## src/rtl/restoring_divider_ctrl.sv

```systemverilog
// Restoring-division controller driving an external subtractor, one trial subtract per cycle.
// Optional macro DIV_EARLY_EXIT_EN: finish at acceptance when dividend < divisor.
module restoring_divider_ctrl #(
    parameter int WIDTH = 4
) (
    input  logic             clk,
    input  logic             rst_n,
    input  logic             start,
    input  logic [WIDTH-1:0] dividend,
    input  logic [WIDTH-1:0] divisor,
    output logic             busy,
    output logic             done,
    output logic [WIDTH-1:0] quotient,
    output logic [WIDTH-1:0] remainder,
    output logic             div_by_zero,
    output logic [WIDTH-1:0] sub_a,
    output logic [WIDTH-1:0] sub_b,
    output logic             sub_cin,
    input  logic [WIDTH-1:0] sub_s,
    input  logic             sub_bout
);

    localparam int CW = (WIDTH > 2) ? $clog2(WIDTH) : 1;
    localparam logic [CW-1:0] LAST_CNT = CW'(WIDTH - 1);

    typedef enum logic [1:0] {
        IDLE = 2'd0,
        ITER = 2'd1,
        DONE = 2'd2
    } state_t;

    state_t           state_q, state_d;
    logic [WIDTH-1:0] q_q, q_d;
    logic [WIDTH-1:0] r_q, r_d;
    logic [WIDTH-1:0] d_q, d_d;
    logic [CW-1:0]    cnt_q, cnt_d;
    logic [WIDTH-1:0] quotient_q, quotient_d;
    logic [WIDTH-1:0] remainder_q, remainder_d;
    logic             dbz_q, dbz_d;

    logic [WIDTH-1:0] trial;
    logic [WIDTH-1:0] q_step;
    logic [WIDTH-1:0] r_step;

    always_ff @(posedge clk or negedge rst_n) begin
        if (!rst_n) begin
            state_q     <= IDLE;
            q_q         <= '0;
            r_q         <= '0;
            d_q         <= '0;
            cnt_q       <= '0;
            quotient_q  <= '0;
            remainder_q <= '0;
            dbz_q       <= 1'b0;
        end else begin
            state_q     <= state_d;
            q_q         <= q_d;
            r_q         <= r_d;
            d_q         <= d_d;
            cnt_q       <= cnt_d;
            quotient_q  <= quotient_d;
            remainder_q <= remainder_d;
            dbz_q       <= dbz_d;
        end
    end

    always_comb begin
        state_d     = state_q;
        q_d         = q_q;
        r_d         = r_q;
        d_d         = d_q;
        cnt_d       = cnt_q;
        quotient_d  = quotient_q;
        remainder_d = remainder_q;
        dbz_d       = dbz_q;
        sub_a       = '0;
        sub_b       = '0;
        trial       = {r_q[WIDTH-2:0], q_q[WIDTH-1]};
        q_step      = '0;
        r_step      = '0;

        case (state_q)
            ITER: begin
                sub_a = trial;
                sub_b = d_q;
                // A borrow means the trial subtract failed, so the shifted remainder is kept.
                if (!sub_bout) begin
                    r_step = sub_s;
                    q_step = {q_q[WIDTH-2:0], 1'b1};
                end else begin
                    r_step = trial;
                    q_step = {q_q[WIDTH-2:0], 1'b0};
                end
                r_d   = r_step;
                q_d   = q_step;
                cnt_d = cnt_q + CW'(1);
                if (cnt_q == LAST_CNT) begin
                    quotient_d  = q_step;
                    remainder_d = r_step;
                    cnt_d       = '0;
                    state_d     = DONE;
                end
            end
            IDLE, DONE: begin
                state_d = IDLE;
                if (start) begin
                    if (divisor == '0) begin
                        quotient_d  = '1;
                        remainder_d = dividend;
                        dbz_d       = 1'b1;
                        state_d     = DONE;
`ifdef DIV_EARLY_EXIT_EN
                    end else if (dividend < divisor) begin
                        quotient_d  = '0;
                        remainder_d = dividend;
                        dbz_d       = 1'b0;
                        state_d     = DONE;
`endif
                    end else begin
                        q_d     = dividend;
                        r_d     = '0;
                        d_d     = divisor;
                        cnt_d   = '0;
                        dbz_d   = 1'b0;
                        state_d = ITER;
                    end
                end
            end
            default: begin
                state_d = IDLE;
            end
        endcase
    end

    assign busy        = (state_q == ITER);
    assign done        = (state_q == DONE);
    assign quotient    = quotient_q;
    assign remainder   = remainder_q;
    assign div_by_zero = dbz_q;
    assign sub_cin     = 1'b0;

endmodule

```

## config.mk

```make
export PLATFORM = sky130hd
export DESIGN_NAME = restoring_divider_ctrl
export DESIGN_NICKNAME = d
export VERILOG_FILES = /design/src/rtl/restoring_divider_ctrl.sv
export SDC_FILE = /design/constraint.sdc
export NUM_CORES = 1
export LEC_CHECK = 0
export ABC_CLOCK_PERIOD_IN_PS = 2800
export CAP_MARGIN = 20
export CORE_AREA = 5 5 56 58
export DETAILED_ROUTE_END_ITERATION = 10
export DIE_AREA = 0 0 61 63
export GPL_TIMING_DRIVEN = 0
export HOLD_SLACK_MARGIN = 0.15
export PLACE_DENSITY = 0.87
export SLEW_MARGIN = 20
export SYNTH_ARGS = -nofsm -noshare
export SYNTH_HDL_FRONTEND = slang
export SYNTH_SLANG_ARGS = --single-unit
export TNS_END_PERCENT = 20
```

## constraint.sdc

```tcl
create_clock -name clk -period 2.8 [get_ports clk]
set_input_delay 0.42 -clock clk [delete_from_list [all_inputs] [get_ports clk]]
set_output_delay 0.42 -clock clk [all_outputs]
set_load 0.02 [all_outputs]
```

* Word-level counts from Yosys, hierarchy flattened
Cells that the tools add are included. W data, S select, Z words.
Word-level totals: register bits 24, latch bits 0, bits in writable memories 0, memory bits (read-only) 0, bits of input ports 16, output and inout port bits 20, word-level logic and storage cells 52, memories 0
Cells by class: $add $sub $neg 1, multipliers 0, divide/modulo/power cells 0, magnitude comparators 0, equal/unequal tests 7, shifts and indexed selects 0, mux-type cells 27, bitwise gates (word level) 1, reduce and logical (&&, ||, !) cells 8
Operator list (number):
- $mux W4 | 11
- $pmux W4 S2 | 3
- $mux W2 | 6
- $pmux W2 S2 | 2
- $mux W3 | 2
- $ne A2 B2 Y1 const B | 3
- $pmux W3 S2 | 1
- $reduce_and A3 Y1 | 2
- $eq A2 B2 Y1 const B | 2
- $logic_not A4 Y1 | 1
- $reduce_and A4 Y1 | 1
- $add A2 B1 Y2 const B | 1
- $eq A2 B1 Y1 const B | 1
- $logic_not A2 Y1 | 1
- $mux W1 | 2
- $ne A2 B1 Y1 const B | 1
- $reduce_and A2 Y1 | 1
- $reduce_bool A2 Y1 | 1
- $reduce_or A2 Y1 | 1
- $not A1 Y1 | 1

* Longest topological paths before layout
Gate-level depths: netlist (run 1).
depth after elaboration 4, depth in mapped cells 6, depth with buffers taken out 4

* Worst setup path before layout (run 1)
No wires, ideal clock.
path kind register to output, start register state_q[1], end output sub_a[0], arrival time 1.372 ns, required time 2.380 ns, path slack 1.008 ns, stages on the path, launching flop included 6, path buffers 2, path through dfrtp_1 > nand2b_1 > buf_6 > inv_2 > clkbuf_1 > and2_1
On the way: word-level cells in the longest chain between the ends 2
Ends and longest elaborated chain:
- from (decl) | RTL line 32 | state_t state_q, state_d;
- from (signal assigned) | RTL line 56 | state_q <= state_d;
- $eq A2 B1 Y1
- net busy | RTL line 11 | output logic busy,
- $mux W4 | RTL line 82 | case (state_q)
- to (decl) | RTL line 16 | output logic [WIDTH-1:0] sub_a,
The timed path passes the listed nets, and every way through them passes these cells.

* Final worst setup path (run 1)
start register state_q[1], end output sub_a[0]
On the way: word-level cells in the longest chain between the ends 2
Ends and longest elaborated chain (RTL line):
- $eq A2 B1 Y1 | 82
- $mux W4 | 82
Every way passes these cells.

==> impl_metrics.csv, run 1 <==
group,metric,value,unit
global_route,overflow,0,
routing,drc,0,
placed_design,dp_hpwl,2057,um
global_route,grt_start_max_net_pins,25,
worst_setup_path,crit_chain,"nand2b_1, buf_6, inv_2, clkbuf_1, and2_1, clkdlybuf4s50_1",
timing,worst_slew_margin_rel,64.57,%
status,status,"finished, final reports clean",
cells_and_area,fin_cells,174,
synth,netlist_area,1212,um2
die,die_y,63,um
synth,ys_ff_latch,24,
cells_and_area,drive_above_1_share,16.78,%
timing,max_freq,376.3,MHz
worst_setup_path,worstSetupStartpoint,"state_q[1]",
timing,rsz0062_at_grt,"no",
global_route,grt_pass1_vias,947,
worst_setup_path,path_class,"register to output port",
worst_setup_path,slowest_delay,0.61,ns
synth,ys_seq_area_share,49.54,%
flow_run,drv_cap,0,
worst_setup_path,worst_path_max_delay_cell,"clkdlybuf4s50_1",
synth,synthAdderAreaFrac,1.032,%
synth,synth-compound-area-share,9.391,%
timing,worst_slew_pin_slew,0.5315,ns
die,dieArea,3843,um2
routing,via_per_inst,5.213,
cells_and_area,insertedDiodeCount,0,
synth,syn_avg_cell_area,11.44,um2
clock_tree,postCtsSetupBuffers,0,
timing,fin_worst_skew,0.007452,ns
synth,synth-simple-area-share,15.58,%
worst_setup_path,worstSetupStartpointType,"register",
die,die_width,61,um
cells_and_area,nets,162,
timing,finalSetupViolCount,0,
timing,min_period_over_period,94.92,%
worst_setup_path,cp.required,2.38,ns
synth,synth_top_family_by_area,"multiplexers",
timing,setup_tns,0,ns
clock_tree,cts_root_buf,"clkbuf_4",
placed_design,place_inst,170,
timing,fin_crit,2.658,ns
worst_setup_path,cp_data_arrival_time,2.24,ns
synth,synth_xor_area_share,0,%
global_route,grt_pass1_wl,4402,um
clock_tree,cts-htree-levels,1,
die,start_util,46.36,%
synth,ys.flop_type,"dfrtp_1",
clock_tree,cts.sinks,24,
routing,wl_per_cell,15.07,um
worst_setup_path,cp_max_fo,10,
worst_setup_path,r2r-start,"state_q[0]",
cells_and_area,area_delta_synth_final,32.71,%
placed_design,port_buffers,33,
synth,synth_edf_count,0,
synth,synth_nets,123,
placed_design,place.gp.congestion,0.7693,
global_route,grt_usage,15.13,%
clock_tree,tritoncts,"built",
synth,synthArstFlopShare,100.0,%
routing,dr.pass1.iters,4,
synth,ys_types,28,
synth,yosysWarnings,0,
die,io_pins,36,
power,leakagePower,0.6983,nW
worst_hold_path,hp-start,"quotient[0]",
clock_tree,clock_latency,0.31,ns
worst_setup_path,cp-end-kind,"output port",
routing,vias,907,
power,pwr_density_cell,1104,nW/um2
routing,routed_wl,2622,um
synth,synthMuxAreaShare,18.06,%
global_route,antenna_found_initial,0,
synth,netlist_instances,106,
worst_hold_path,hold_path.class,"register to register",
clock_tree,cts_max_path_buffers,2,
timing,slew_violations,0,
clock_tree,cts_made_buffers,3,
die,fp-row-count,19,
power,ir_drop,0.6886,mV
timing,hold_violations,0,
clock_tree,path_clk_slew,0.12,ns
routing,antenna_left,0,
routing,drt_iter0_markers,36,
die,core-area,2615,um2
final cells by class:
class	instances	area, um2
inverters	7	26.28
clock buffers	3	22.52
multi-input cells	68	538.0
plain buffers	7	47.55
flip-flops and latches	24	600.6
repair buffers	34	335.3
well taps	31	38.79
fillers	227	1006
placed cells by master (no fill, tap or decap), drive strengths merged:
master | Yosys | layout
clkdlybuf4s50 | 0 | 32
dfrtp | 24 | 24
mux2 | 11 | 11
mux2i | 8 | 8
o21ai | 8 | 8
nor2 | 7 | 7
inv | 7 | 7
buf | 5 | 6
and2 | 5 | 5
clkbuf | 2 | 5
nand2 | 4 | 4
o21a | 4 | 4
nand2b | 3 | 3
a22o | 3 | 3
nand4b | 3 | 3
nand3b | 3 | 3
nor2b | 2 | 2
nor4 | 1 | 1
a21oi | 1 | 1
nand4 | 1 | 1
nor4b | 1 | 1
a31o | 1 | 1
ha | 1 | 1
conb | 1 | 1
dlygate4sd3 | 0 | 1
state kept, by name (all words and copies together), names as in the netlist:
name / flops
quotient: 4
remainder: 4
r_q: 3
d_q: 4
state_q: 2
cnt_q: 2
q_q: 4
div_by_zero: 1
Yosys cell counts (2+ instances only):
cell type   n  area [um2]
a22o_1      3       26.28
and2_1      5       31.28
buf_2       2       10.01
buf_6       2       22.52
clkbuf_1    2       7.510
dfrtp_1    24       600.6
inv_1       6       22.52
mux2_2      7       78.83
mux2_4      4       60.06
mux2i_1     8       80.08
nand2_1     4       15.01
nand2b_1    3       18.77
nand3b_1    3       22.52
nand4b_1    3       26.28
nor2_1      7       26.28
nor2b_1     2       12.51
o21a_1      4       30.03
o21ai_0     7       35.03
worst max-delay path: cells and delay by family, from the launching register on:
family	cells	cell delay, ns
buffers and inverters	4	1.17
DFF	1	0.41
and+or+nand+nor	2	0.35
cells by family after synthesis:
group	Yosys count
buf+inv	14
flops	24
mux	19
simple gates	30
compound gates	17
fa+ha+maj	1
other cells	1
layer usage:
| metal | GRT usage [%] | share of wire, % |
|---|---|---|
| met1 | 19.27 | 43 |
| met4 | 5.691 | 1.4 |
| met2 | 24.60 | 49 |
| met5 | 0 | 0 |
| met3 | 3.099 | 6.1 |
stage by stage:
step / hold WS [ns] / worst slack (ns) / utilization (%) / area, um2 / power, W
floorplan: 0.1244 / 1.008 / - / 1212 / 0.001249
global placement: 0.4727 / 0.5061 / 60.48 / 1582 / 0.001607
detailed placement: 0.4762 / 0.4955 / 60.48 / 1582 / 0.001644
CTS: 0.5095 / 0.1352 / 61.34 / 1604 / 0.001796
global route: 0.5402 / 0.01086 / 61.53 / 1609 / 0.001898
finish: 0.5029 / 0.1422 / 61.53 / 1609 / 0.001777
path summary, 6_finish.rpt:
path / to / slack (ns) / cells past startpoint
setup / recovery: sub_a[0] / 0.14 / 6
hold / removal: quotient[0] / 0.50 / 1
setup reg to reg: remainder[1] / 1.27 / 6
hold reg to reg: quotient[0] / 0.50 / 1
max in group asynchronous: q_q[0] / 1.84 / 2
min in group asynchronous: remainder[2] / 0.60 / 2
report_power, final:
group | internal, W | switching [W]
clock | 0.0000503 | 0.0000977
sequential | 0.000506 | 0.0000970
combinational | 0.000528 | 0.000498
timing repair:
action                    4_1_cts  5_1_grt
hold endpoints to repair        0       24
hold buffers                    0        1
resized for setup               0        0
No activity file was read; power rests on OpenSTA's default activity.
==> run 2, diff against run 1 <==
--- a/config.mk
+++ b/config.mk
@@ -11,7 +11,7 @@
 export DETAILED_ROUTE_END_ITERATION = 10
 export DIE_AREA = 0 0 61 63
 export GPL_TIMING_DRIVEN = 0
-export HOLD_SLACK_MARGIN = 0.15
+export HOLD_SLACK_MARGIN = 0.02
 export PLACE_DENSITY = 0.87
 export SLEW_MARGIN = 20
 export SYNTH_ARGS = -nofsm -noshare
==> impl_metrics.csv, run 2 (synthesis gave the netlist of run 1 again) <==
group,metric,value,unit
routing,via_per_inst,5.231,
cells_and_area,fin_cells,173,
clock_tree,cts_made_buffers,3,
clock_tree,cts-htree-levels,1,
worst_setup_path,cp_max_fo,10,
timing,slew_violations,0,
die,fp-row-count,19,
clock_tree,tritoncts,"built",
die,core-area,2615,um2
power,leakagePower,0.6941,nW
cells_and_area,n_fill_cell,228,
clock_tree,postCtsSetupBuffers,0,
clock_tree,cts_max_path_buffers,2,
flow_run,drv_cap,0,
placed_design,place.gp.congestion,0.7693,
die,start_util,46.36,%
cells_and_area,mostFrequentLayoutCell,"clkdlybuf4s50_1",
global_route,grt_pass1_wl,4402,um
timing,rsz0062_at_grt,"no",
cells_and_area,insertedDiodeCount,0,
placed_design,port_buffers,33,
worst_setup_path,cp_data_arrival_time,2.25,ns
timing,fin_crit,2.671,ns
global_route,grt_start_max_net_pins,25,
routing,wl_per_cell,15.09,um
timing,worst_slew_margin_rel,64.81,%
timing,max_freq,374.3,MHz
worst_hold_path,hold_path.class,"input port to asynchronous set/reset pin",
timing,hold_violations,0,
timing,finalSetupViolCount,0,
placed_design,place_inst,170,
routing,routed_wl,2611,um
global_route,grt_usage,15.13,%
cells_and_area,drive_above_1_share,16.90,%
timing,setup_tns,0,ns
placed_design,dp_hpwl,2057,um
timing,min_period_over_period,95.41,%
cells_and_area,area_delta_synth_final,31.89,%
cells_and_area,multi_input_area,538.0,um2
timing,hold_slack,0.06560,ns
cells_and_area,ff_latch_area,600.6,um2
routing,dr.pass1.iters,4,
global_route,grt_pass1_vias,947,
worst_setup_path,cp-end-kind,"output port",
worst_setup_path,path_class,"register to output port",
cells_and_area,final_area,1599,um2
die,dieArea,3843,um2
status,status,"finished, final reports clean",
power,pwr_density_cell,1111,nW/um2
clock_tree,path_clk_slew,0.13,ns
worst_setup_path,slowest_delay,0.61,ns
clock_tree,hold_buffers,0,
worst_setup_path,cp.required,2.38,ns
cells_and_area,nets,161,
power,ir_drop,0.6883,mV
clock_tree,cts_root_buf,"clkbuf_4",
timing,worst_slew_pin_slew,0.5279,ns
routing,drt_iter0_markers,30,
worst_setup_path,worst_path_max_delay_cell,"clkdlybuf4s50_1",
clock_tree,clock_latency,0.31,ns
worst_setup_path,crit_chain,"nand2b_1, buf_6, inv_2, clkbuf_1, and2_1, clkdlybuf4s50_1",
routing,vias,905,
routing,antenna_left,0,
die,io_pins,36,
timing,fin_worst_skew,0.007164,ns
die,die_width,61,um
clock_tree,cts.sinks,24,
power,finalPower,0.001776,W
worst_setup_path,worstSetupStartpointType,"register",
die,die_y,63,um
worst_setup_path,r2r_cells,6,
placed_design,placed_area,1582,um2
clock_tree,cts.repair.resized,0,
global_route,antenna_found_initial,0,
cells_and_area,final_cell_mix,"clkdlybuf4s50_1, dfrtp_1, mux2i_1",
routing,drc,0,
global_route,overflow,0,
-- run 2: cell count changes in the layout (fill, tap and decap cells not counted) --
cell,delta
dlygate4sd3_1,-1
-- run 2: per-stage QoR --
stage / utilization, % / worst slack (ns)
2_1_floorplan: - / 1.008
3_3_place_gp: 60.48 / 0.5061
3_5_place_dp: 60.48 / 0.4955
4_1_cts: 61.34 / 0.1352
5_1_grt: 61.15 / 0.01086
6_report: 61.15 / 0.1286
-- run 2: layout make-up --
class / count / area share [%]
buffer: 7 / 2.973
clock buffer: 3 / 1.408
inverter: 7 / 1.643
multi-input combinational: 68 / 33.65
sequential: 24 / 37.56
tap: 31 / 2.426
timing repair buffer: 33 / 20.34
-- run 2: final timing paths --
path | start | endpoint | slack (ns)
setup reg to reg | state_q[0] | remainder[1] | 1.27
min in group clk | quotient[0] | quotient[0] | 0.50
max in group asynchronous | rst_n | q_q[0] | 2.38
hold reg to reg | quotient[0] | quotient[0] | 0.50
hold / removal | rst_n | remainder[2] | 0.07
setup / recovery | state_q[1] | sub_a[0] | 0.13
-- run 2: metal layers --
metal,wire length [um],GRT usage (%)
met4,38,5.691
met5,0,0
met3,162,3.099
met1,1137,19.27
met2,1273,24.60
-- run 2: worst max-delay path: cells and delay by family (launching register included) --
| family | cells | cell delay [ns] |
|---|---|---|
| flops | 1 | 0.41 |
| buf+inv | 4 | 1.18 |
| simple gates | 2 | 0.35 |
-- run 2: power by group --
group	switching (W)	internal, W
combinational	0.000499	0.000527
sequential	0.0000966	0.000506
clock	0.0000977	0.0000503
